--- src/rtl/buffer_8bit_to_10bit.sv ---
// Re-packs an LSB-first byte stream into 10-bit words (4 words per 5 bytes); optional comma alignment via BUFFER_8TO10_COMMA_ALIGN_EN.
// Latency: a word appears on data_out 1+PIPE_STAGES edges after the edge that samples its completing byte.
// Backpressure: none; in_valid=0 stalls the accumulator only, the output pipeline always shifts.
module buffer_8bit_to_10bit #(
    parameter int PIPE_STAGES = 2
) (
    input  logic       clk,
    input  logic       rst,
    input  logic       in_valid,
    input  logic [7:0] data_in,
    input  logic       frame_start,
    output logic [9:0] data_out,
    output logic       valid_out,
    output logic       locked
);

    localparam int NS = PIPE_STAGES + 1;

    logic [15:0] acc_q, acc_d;
    logic [4:0]  cnt_q, cnt_d;
    logic        locked_q, lock_d;
    logic        word_vld_q, wvld_d;
    logic [9:0]  word_dat_q, wdat_d;

    logic [23:0] app, app_al;
    logic [4:0]  sum, sum_al;

    logic [NS-1:0] pipe_vld_q;
    logic [9:0]    pipe_dat_q [NS];

`ifdef BUFFER_8TO10_COMMA_ALIGN_EN
    localparam logic [9:0] COMMA_N = 10'h17C;
    localparam logic [9:0] COMMA_P = 10'h283;
    logic       relock_q, relock_d;
    logic       hit;
    logic [2:0] hit_off;
`endif

    always_comb begin
        // New byte lands directly above the bits already held.
        app    = 24'(acc_q) | (24'(data_in) << cnt_q);
        sum    = cnt_q + 5'd8;
        app_al = app;
        sum_al = sum;
        acc_d  = acc_q;
        cnt_d  = cnt_q;
        lock_d = locked_q;
        wvld_d = 1'b0;
        wdat_d = word_dat_q;
`ifdef BUFFER_8TO10_COMMA_ALIGN_EN
        relock_d = 1'b0;
        hit      = 1'b0;
        hit_off  = 3'd0;
        if (relock_q) lock_d = 1'b1;
        for (int o = 0; o < 8; o++) begin
            if (!hit && (o + 10 <= int'(sum)) &&
                ((app[o +: 10] == COMMA_N) || (app[o +: 10] == COMMA_P))) begin
                hit     = 1'b1;
                hit_off = 3'(o);
            end
        end
        // Drop the bits ahead of the comma so it becomes the word emitted now.
        if (hit && (!locked_q || hit_off != 3'd0)) begin
            app_al = app >> hit_off;
            sum_al = sum - 5'(hit_off);
        end
`endif
        if (in_valid) begin
            if (frame_start) begin
                acc_d  = 16'(data_in);
                cnt_d  = 5'd8;
                lock_d = 1'b1;
            end else begin
`ifdef BUFFER_8TO10_COMMA_ALIGN_EN
                if (hit) begin
                    if (!locked_q) begin
                        lock_d = 1'b1;
                    end else if (hit_off != 3'd0) begin
                        lock_d   = 1'b0;
                        relock_d = 1'b1;
                    end
                end
`endif
                if (sum_al >= 5'd10) begin
                    wvld_d = 1'b1;
                    wdat_d = app_al[9:0];
                    acc_d  = 16'(app_al >> 10);
                    cnt_d  = sum_al - 5'd10;
                end else begin
                    acc_d  = app_al[15:0];
                    cnt_d  = sum_al;
                end
            end
        end
    end

    always_ff @(posedge clk) begin
        if (rst) begin
            acc_q      <= '0;
            cnt_q      <= '0;
            locked_q   <= 1'b0;
            word_vld_q <= 1'b0;
            word_dat_q <= '0;
            pipe_vld_q <= '0;
            for (int i = 0; i < NS; i++) pipe_dat_q[i] <= '0;
`ifdef BUFFER_8TO10_COMMA_ALIGN_EN
            relock_q   <= 1'b0;
`endif
        end else begin
            acc_q      <= acc_d;
            cnt_q      <= cnt_d;
            locked_q   <= lock_d;
            word_vld_q <= wvld_d;
            word_dat_q <= wdat_d;
            // Valid shifts every clock; data only moves with a valid so data_out holds between words.
            pipe_vld_q[0] <= word_vld_q;
            if (word_vld_q) pipe_dat_q[0] <= word_dat_q;
            for (int i = 1; i < NS; i++) begin
                pipe_vld_q[i] <= pipe_vld_q[i-1];
                if (pipe_vld_q[i-1]) pipe_dat_q[i] <= pipe_dat_q[i-1];
            end
`ifdef BUFFER_8TO10_COMMA_ALIGN_EN
            relock_q   <= relock_d;
`endif
        end
    end

    assign data_out  = pipe_dat_q[NS-1];
    assign valid_out = pipe_vld_q[NS-1];
    assign locked    = locked_q;

endmodule

--- config.mk ---
export PLATFORM = sky130hd
export DESIGN_NAME = buffer_8bit_to_10bit
export DESIGN_NICKNAME = d
export VERILOG_FILES = /design/src/rtl/buffer_8bit_to_10bit.sv
export SDC_FILE = /design/constraint.sdc
export NUM_CORES = 1
export LEC_CHECK = 0
export BUFFER_PORTS_ARGS = -buffer_cell sky130_fd_sc_hd__buf_2
export CORE_ASPECT_RATIO = 0.8
export CORE_MARGIN = 2
export CORE_UTILIZATION = 35
export DETAILED_ROUTE_END_ITERATION = 7
export SYNTH_ARGS = -nofsm -noshare
export SYNTH_HDL_FRONTEND = slang
export SYNTH_SLANG_ARGS = --single-unit
--- constraint.sdc ---
create_clock -name clk -period 2.8 [get_ports clk]
set_clock_uncertainty 0.1 [all_clocks]
set_input_delay 0.56 -clock clk [delete_from_list [all_inputs] [get_ports clk]]
set_output_delay 0.56 -clock clk [all_outputs]
set_load 0.02 [all_outputs]
==> flow_summary.yaml, run 1 <==
status:
  status: "finished clean"
detailed_routing:
  dr.first_iter.drc_count: 200
  drt-total-wl_um: 7060
  drc: 0
  dr.pass1.iters: 4
  vias: 2387
  wire_per_inst_um: 15.6
  antenna_left: 0
  viasPerCell: 5.29
setup_path:
  end_kind: "register"
  crit_family: "simple AND/OR/NAND/NOR gates"
  critPathLaunch: "cnt_q[4]"
  worstPathMaxFanout: 15
  critPathBufInv: 1
  crit_type: "reg2reg"
  crit_required_ns: 2.95
  arrival_ns: 2.46
  cp-start-kind: "register"
  cp_cell_sequence: "inv_1 > ha_1 > or3_4 > or3_1 > a31oi_1"
  slowest_stage: "dfxtp_1"
  worst_path_largest_cell_delay_ns: 0.61
  r2r-start: "cnt_q[4]"
placement:
  dp.cells: 435
  io_buffers: 23
  dp_hpwl_um: 4990
  placed_cell_area_um2: 3320
  gp_congestion: 0.915
synth:
  avgSynthCellArea_um2: 10.0
  ys_warn_count: 0
  synth_compound_area_share_pct: 17.4
  synth_flop_cell: "dfxtp_1"
  synth_edf_count: 30
  synth_top_family_by_area: "simple AND/OR/NAND/NOR gates"
  synthXorXnorAreaFrac_pct: 0
  syn_inst: 316
  synth_mux_area_share_pct: 3.95
  ys_seq_elements: 65
  netlist_area_um2: 3170
  synth_fa_ha_area_share_pct: 0.791
  synth.distinct_cells: 46
  ys_seq_area_share_pct: 50.6
  yosys.area_share.simple_pct: 20.2
  syn_nets: 330
  async_flop_share_pct: 0
power_and_ir_drop:
  p_per_area_nw_per_um2: 708
  power.leakage_nw: 1.38
  max-vdd-ir-drop_uv: 261
finish:
  final_common_cell: "dfxtp_1"
  n_antenna_cell: 0
  fillers: 907
  final_cell_mix: "35 x dfxtp_1, 30 x and2_1, 30 x edfxtp_1"
  fin_util_pct: 40.7
  area_delta_synth_final_pct: 14.6
  drive_gt1_share_pct: 17.3
  final_area_um2: 3630
  nets: 345
  instances_no_fill: 451
global_route:
  track_usage_pct: 16.4
  antenna_found_initial: 0
  grt_util_met3_pct: 6.05
  grt_max_degree: 31
  grt_pass1_vias: 2311
  overflow: 0
  busiest_layer: "met2"
  grt_use_met1_pct: 21.1
  grt_pass1_wl_um: 11800
  met2_usage_pct: 25.2
sta:
  finalSetupTns_ns: 0
  rsz0062_at_grt: "false"
  slew_violations: 0
  setup_viol: 0
  holdWs_ns: 0.351
  max_freq_mhz: 432
  fin_crit_ns: 2.31
  max-slew-margin-rel_pct: 54.3
  worstMarginPinSlew_ns: 0.683
  hold_viol: 0
  period_share_pct: 82.6
hold_path:
  holdCritPathClass: "reg2reg"
  hold_path.startpoint: "acc_q[8]"
cts:
  clk_latency_ns: 0.33
  post_cts_buffers: 0
  cts-root-buf: "clkbuf_16"
  holdBufCountCts: 0
  cts_made_buffers: 9
  cts_tree: "done"
  cts_sinks: 65
  clkTransAtPathRegs_ns: 0.06
  post_cts_resized: 0
  cts_buffer_depth: 2
  cts.htree.levels: 3
floorplan:
  num_rows: 31
  start_util_pct: 35.5
  dieArea_um2: 9830
  die_w_um: 110
  boundaryPins: 24
  core_um2: 8920
  die_y_um: 89.1
flow_run:
  max_cap_viol_count: 0
[report_power, final]
group / switching, mW / internal [mW]
combinational: 0.230 / 0.134
clock: 0.434 / 0.698
sequential: 0.0236 / 1.05
[per-stage QoR]
step / worst slack, ns / total power [mW]
after floorplan: 0.476 / 1.35
after global placement: 0.555 / 1.45
after detailed placement: 0.532 / 1.45
after CTS: 0.508 / 2.59
after global routing: 0.291 / 2.70
final: 0.488 / 2.57
[per-layer routing]
metal,part of all wire (%),vias to the layer above
li1,-,1180
met5,0,-
met1,44,1108
met2,46,82
met4,1.9,0
met3,7.8,17
[kinds of logic (layout without fill, tap and decap cells)]
family | Yosys count | after routing
AND/OR/NAND/NOR | 116 | 116
multiplexers | 10 | 10
flip-flops | 65 | 65
AO/OA/AOI/OAI | 81 | 81
buffers and inverters | 42 | 62
adder cells (fa/ha/maj) | 2 | 2
[worst register-to-register path: stages (launching register included)]
cell and delay [ns]:
dfxtp_1 0.61, inv_1 0.09, ha_1 0.37, or3_4 0.50, or3_1 0.40, a31oi_1 0.17
[flip-flops by register name, indices dropped and copies added (netlist names)]
| register | flops |
|---|---|
| acc_q | 16 |
| cnt_q | 4 |
| pipe_vld_q | 3 |
| word_vld_q | 1 |
| locked | 1 |
| pipe_dat_q | 30 |
| word_dat_q | 10 |
[cell type report]
cell class	instances	area, um2	share of cell area (%)
Timing Repair Buffer	33	190	5.24
Clock buffer	9	225	6.21
Tap cell	115	144	3.97
Inverter	13	48.8	1.35
Clock inverter	7	77.6	2.14
Sequential cell	65	1600	44.2
Multi-Input combinational cell	209	1340	36.9
[synth_stat cells, drive strengths merged (4+ instances only)]
master   instances  share of area, %
mux2i            8               2.5
a211oi           9               2.1
and3             4              0.79
nor3             6              0.95
inv             13               1.5
nand2           15               1.8
clkbuf           9               1.1
edfxtp          30                28
o221ai           5               1.4
o31ai            5               1.2
nor2b            7               1.4
o32ai            5               1.4
dfxtp           35                22
nand3b           5               1.2
a21oi           16               2.5
nor2            29               3.4
buf             20               4.5
a2111oi          4               1.1
and2            30               5.9
o21ai           17               2.7
or3              7               1.5
a31oi            7               1.4
[worst paths after layout]
check | to | slack, ns | cells past startpoint
setup / recovery | acc_q[0] | 0.49 | 5
hold / removal | acc_q[8] | 0.35 | 2
setup reg to reg | acc_q[0] | 0.49 | 5
hold reg to reg | acc_q[8] | 0.35 | 2
Power figures use the tool's default switching activity.
==> inputs of run 2 (changes only) <==
ABC_AREA = 1   (was not set)
clock period = 1.89 ns   (was 2.8 ns; I/O delays follow)
==> run 2 against run 1 <==
  * Critical path depth up 6
  * Total power up 48%
  * Highest routed layer unchanged
  * Clock power up 33%
  * Critical endpoint is now acc_q[7]
  * Via count up 14%
  * Sequential power up 50%
  * Area after synthesis up 3.7%
  * Global-route usage up 0.19 points
  * Core utilization up 1.1 points
  * Cell area up 4.4%
  * Critical path type unchanged
  * Worst setup slack worse by 0.33 ns
==> flow_summary.yaml, run 2 <==
sta:
  finalSetupTns_ns: 0
  max_freq_mhz: 577
  fin_crit_ns: 1.73
  hold_viol: 0
  period_share_pct: 91.7
  setup_ws_ns: 0.158
  slew_violations: 0
  worstMarginPinSlew_ns: 0.434
  max-slew-margin-rel_pct: 71.0
  rsz0062_at_grt: "false"
  setup_viol: 0
setup_path:
  cp_cell_sequence: "inv_2 > ha_1 > inv_2 > nand3_4 > nand2_4 > inv_2 > buf_12 > nand3_1 > nand2_1 > nor2_1 > nor2_1"
  end_kind: "register"
  cp-start-kind: "register"
  crit_top_cell: "inv_2"
  arrival_ns: 1.85
  crit_type: "reg2reg"
  critPathBufInv: 4
  worst_path_largest_cell_delay_ns: 0.36
  worstPathMaxFanout: 18
  crit_family: "simple AND/OR/NAND/NOR gates"
  slowest_stage: "dfxtp_2"
  crit_required_ns: 2.01
detailed_routing:
  dr.pass1.iters: 5
  dr.first_iter.drc_count: 239
  wire_per_inst_um: 13.7
  vias: 2732
  antenna_left: 0
  drt-total-wl_um: 7770
  drc: 0
  viasPerCell: 4.83
synth:
  synth_top_area_share_pct: 27.4
  syn_inst: 421
  synth.distinct_cells: 34
  synth_edf_count: 30
  async_flop_share_pct: 0
  ys_warn_count: 0
  avgSynthCellArea_um2: 7.80
  yosys.cell_count.top_type: "nand2_1"
  synth_flop_cell: "dfxtp_1"
  netlist_area_um2: 3280
  ys_seq_area_share_pct: 48.8
  ys_seq_elements: 65
  ys_top_cells_by_area: "edfxtp_1 27%, dfxtp_1 21%, nand2_1 9.7%"
  yosys-top-cells-count: "85 x nand2_1, 62 x inv_1, 55 x nor2_1"
  synth_top_area_cell: "edfxtp_1"
  syn_nets: 435
floorplan:
  num_rows: 31
  dieArea_um2: 10200
  core_um2: 9080
  start_util_pct: 36.2
  die_y_um: 90.6
  boundaryPins: 24
  die_w_um: 112
power_and_ir_drop:
  p_per_area_nw_per_um2: 1010
  power.leakage_nw: 1.68
  max-vdd-ir-drop_uv: 714
finish:
  largest_reg_flops: 30
  drive_gt1_share_pct: 16.2
  regMostFlops: "pipe_dat_q"
  nets: 460
  fillers: 947
  largestRegisters: "pipe_dat_q: 30 flops, acc_q: 16 flops, word_dat_q: 10 flops"
  n_antenna_cell: 0
  final_common_cell: "nand2_1"
  final_cell_mix: "85 x nand2_1, 61 x inv_1, 55 x nor2_1"
  area_delta_synth_final_pct: 15.4
placement:
  io_buffers: 23
  gp_congestion: 0.883
  pre_cts_slack_ns: 0.138
  dp_hpwl_um: 5520
cts:
  cts_sinks: 65
  cts_buffer_depth: 2
  cts.htree.levels: 3
  post_cts_resized: 0
  cts_tree: "done"
  holdBufCountCts: 0
  post_cts_buffers: 0
  clk_latency_ns: 0.33
  cts_made_buffers: 9
  cts-root-buf: "clkbuf_16"
  clkTransAtPathRegs_ns: 0.05
global_route:
  overflow: 0
  grt_pass1_wl_um: 13000
  track_usage_pct: 16.6
  antenna_found_initial: 0
  grt_pass1_vias: 2624
  grt_max_degree: 31
flow_run:
  max_cap_viol_count: 0
hold_path:
  holdCritPathClass: "in2reg"
status:
  status: "finished clean"
run 2: logic make-up (layout without fill, tap and decap cells):
family / count (synthesis) / after routing / share of synthesized area (%)
simple gates: 204 / 204 / 27.7
flops: 65 / 65 / 48.8
buf+inv: 95 / 125 / 13.1
xor+xnor: 2 / 2 / 0.534
fa+ha+maj: 2 / 2 / 0.762
compound gates: 53 / 53 / 9.11
run 2: layout make-up:
type	instances	area, um2	share of cell area (%)
Timing Repair Buffer	40	255	6.74
Clock inverter	6	42.5	1.12
Inverter	69	259	6.84
Tap cell	115	144	3.80
Sequential cell	65	1600	42.3
Clock buffer	10	229	6.04
Multi-Input combinational cell	261	1260	33.2
run 2: worst paths after layout:
check	to	start	cells past startpoint	slack, ns
worst max-delay path	acc_q[7]	cnt_q[3]	11	0.16
worst min-delay path	pipe_vld_q[2]	rst	2	0.20
worst max register to register	acc_q[7]	cnt_q[3]	11	0.16
worst min register to register	pipe_vld_q[1]	pipe_vld_q[0]	2	0.36
run 2: per-layer routing:
layer  vias to the layer above  track usage [%]  wire length (um)
met1                      1238             22.7              3880
li1                       1407                -                 -
met3                        10             4.70               417
met2                        77             25.0              3380
met4                         0             6.00                86
met5                         -                0                 0
run 2: report_power, final:
| group | leakage (nW) | internal [mW] | switching (mW) | total, mW |
|---|---|---|---|---|
| Sequential | 0.596 | 1.57 | 0.0325 | 1.60 |
| Combinational | 0.950 | 0.239 | 0.472 | 0.712 |
| Clock | 0.129 | 0.888 | 0.613 | 1.50 |
run 2: through the flow:
stage | total power [mW] | utilization (%) | cell area [um2] | cells | hold WS (ns)
6_report | 3.81 | 41.7 | 3790 | 566 | 0.195
5_1_grt | 4.01 | 41.7 | 3790 | 566 | 0.194
4_1_cts | 3.82 | 41.6 | 3770 | 564 | 0.186
3_5_place_dp | 2.31 | 38.6 | 3500 | 548 | 0.350
3_3_place_gp | 2.31 | 38.6 | 3500 | 548 | 0.340
2_1_floorplan | 2.13 | - | 3280 | 421 | 0.322
==> inputs of run 3 (changes only) <==
CORE_UTILIZATION = 30   (was 35)
==> run 3 against run 2 <==
  * Routed wire length is 1.8% higher
  * Total power grew 4.0%
  * Sequential share of layout area fell by 0.86 points
  * Flip-flop and latch count unchanged
  * Highest routed layer unchanged
  * Largest cell class unchanged
==> flow_summary.yaml, run 3 (synthesized netlist as in run 2, its figures left out) <==
status:
  status: "finished clean"
finish:
  largestRegisters: "pipe_dat_q: 30 flops, acc_q: 16 flops, word_dat_q: 10 flops"
  regMostFlops: "pipe_dat_q"
  area_delta_synth_final_pct: 17.8
  n_antenna_cell: 0
  fillers: 1089
  final_common_cell: "nand2_1"
  nets: 464
  final_cell_mix: "85 x nand2_1, 61 x inv_1, 55 x nor2_1"
  largest_reg_flops: 30
  drive_gt1_share_pct: 16.9
detailed_routing:
  vias: 2803
  viasPerCell: 4.68
  dr.pass1.iters: 4
  drt-total-wl_um: 7910
  dr.first_iter.drc_count: 210
  drc: 0
  antenna_left: 0
  wire_per_inst_um: 13.2
sta:
  max-slew-margin-rel_pct: 69.8
  worstMarginPinSlew_ns: 0.452
  rsz0062_at_grt: "false"
  max_freq_mhz: 565
  holdWs_ns: 0.194
  setup_viol: 0
  finalSetupTns_ns: 0
  slew_violations: 0
  fin_crit_ns: 1.77
  period_share_pct: 93.6
  hold_viol: 0
  setup_ws_ns: 0.120
cts:
  cts.htree.levels: 3
  cts_made_buffers: 9
  clk_latency_ns: 0.33
  cts_tree: "done"
  cts_buffer_depth: 2
  clkTransAtPathRegs_ns: 0.06
  cts_sinks: 65
  holdBufCountCts: 0
  cts-root-buf: "clkbuf_16"
power_and_ir_drop:
  max-vdd-ir-drop_uv: 440
  internal_power_mw: 2.84
  report.power.total_mw: 3.96
  switchingPower_mw: 1.12
  clkPwrFrac_pct: 41.3
  p_per_area_nw_per_um2: 1020
  power.share.switching_pct: 28.4
  seqPwrFrac_pct: 40.4
  power.leakage_nw: 1.70
  combPwrFrac_pct: 18.3
flow_run:
  max_cap_viol_count: 0
floorplan:
  die_w_um: 121
  die_y_um: 97.6
  core_um2: 10800
  dieArea_um2: 11800
  boundaryPins: 24
  start_util_pct: 30.5
  num_rows: 34
placement:
  gp_congestion: 0.906
  pre_cts_slack_ns: 0.108
  dp_hpwl_um: 5620
  io_buffers: 23
global_route:
  grt_max_degree: 31
  grt_pass1_wl_um: 13400
  antenna_found_initial: 0
  grt_pass1_vias: 2679
  track_usage_pct: 14.6
  overflow: 0
setup_path:
  worstPathMaxFanout: 11
  crit_type: "reg2reg"
  crit_required_ns: 2.00
  end_kind: "register"
  cp-start-kind: "register"
  arrival_ns: 1.88
hold_path:
  holdCritPathClass: "in2reg"
==> run 3: cell count changes in the layout (fill, tap and decap cells not counted), sizes merged <==
cell,delta
buf,+4
bufinv,+1
clkinv,-1
==> run 3: layer usage <==
layer / up-vias / wire [um] / track usage, %
met5: - / 0 / 0
met4: 0 / 137 / 5.28
met3: 12 / 633 / 4.58
met2: 95 / 3370 / 21.3
met1: 1285 / 3760 / 20.3
li1: 1411 / - / -
==> run 3: repair_timing <==
action / CTS / global route
setup endpoints to repair: 0 / 3
setup buffers: 0 / 3
resized for setup: 0 / 0
==> run 3: power by group through the flow <==
stage / logic [mW] / clock network, mW / registers, mW
after CTS: 0.693 / 1.68 / 1.60
after global routing: 0.805 / 1.77 / 1.61
after global placement: 0.695 / 0 / 1.63
final: 0.724 / 1.64 / 1.60
after detailed placement: 0.689 / 0 / 1.63
after floorplan: 0.504 / 0 / 1.63
==> run 3: path summary, 6_finish.rpt <==
check | startpoint | endpoint | slack, ns | cells past startpoint
min reg2reg | word_vld_q | pipe_vld_q[0] | 0.36 | 2
max | cnt_q[3] | acc_q[4] | 0.12 | 11
min | rst | pipe_vld_q[2] | 0.19 | 2
max reg2reg | cnt_q[3] | acc_q[4] | 0.12 | 11
==> run 3: final cells by class <==
type | instances | area (um2) | area share, %
Clock inverter | 6 | 67.6 | 1.75
Tap cell | 144 | 180 | 4.66
Timing Repair Buffer | 44 | 273 | 7.05
Clock buffer | 10 | 229 | 5.92
Inverter | 69 | 259 | 6.70
Multi-Input combinational cell | 261 | 1260 | 32.5
Sequential cell | 65 | 1600 | 41.4
==> run 3: metrics by stage <==
| step | cell area, um2 | util (%) | std cells |
|---|---|---|---|
| 2_1_floorplan | 3280 | - | 421 |
| 3_3_place_gp | 3550 | 33.0 | 580 |
| 3_5_place_dp | 3550 | 33.0 | 580 |
| 4_1_cts | 3840 | 35.7 | 596 |
| 5_1_grt | 3870 | 35.9 | 599 |
| 6_report | 3870 | 35.9 | 599 |
==> run 3: critical path, cell delays in order, from the launching register on <==
cell and delay, ns:
dfxtp_2 0.37, inv_2 0.05, ha_1 0.29, inv_2 0.10
nand3_4 0.11, nand2_4 0.13, inv_2 0.06, buf_4 0.17
nand2_1 0.07, nand3_1 0.06, nor2_1 0.10, nor2_1 0.05
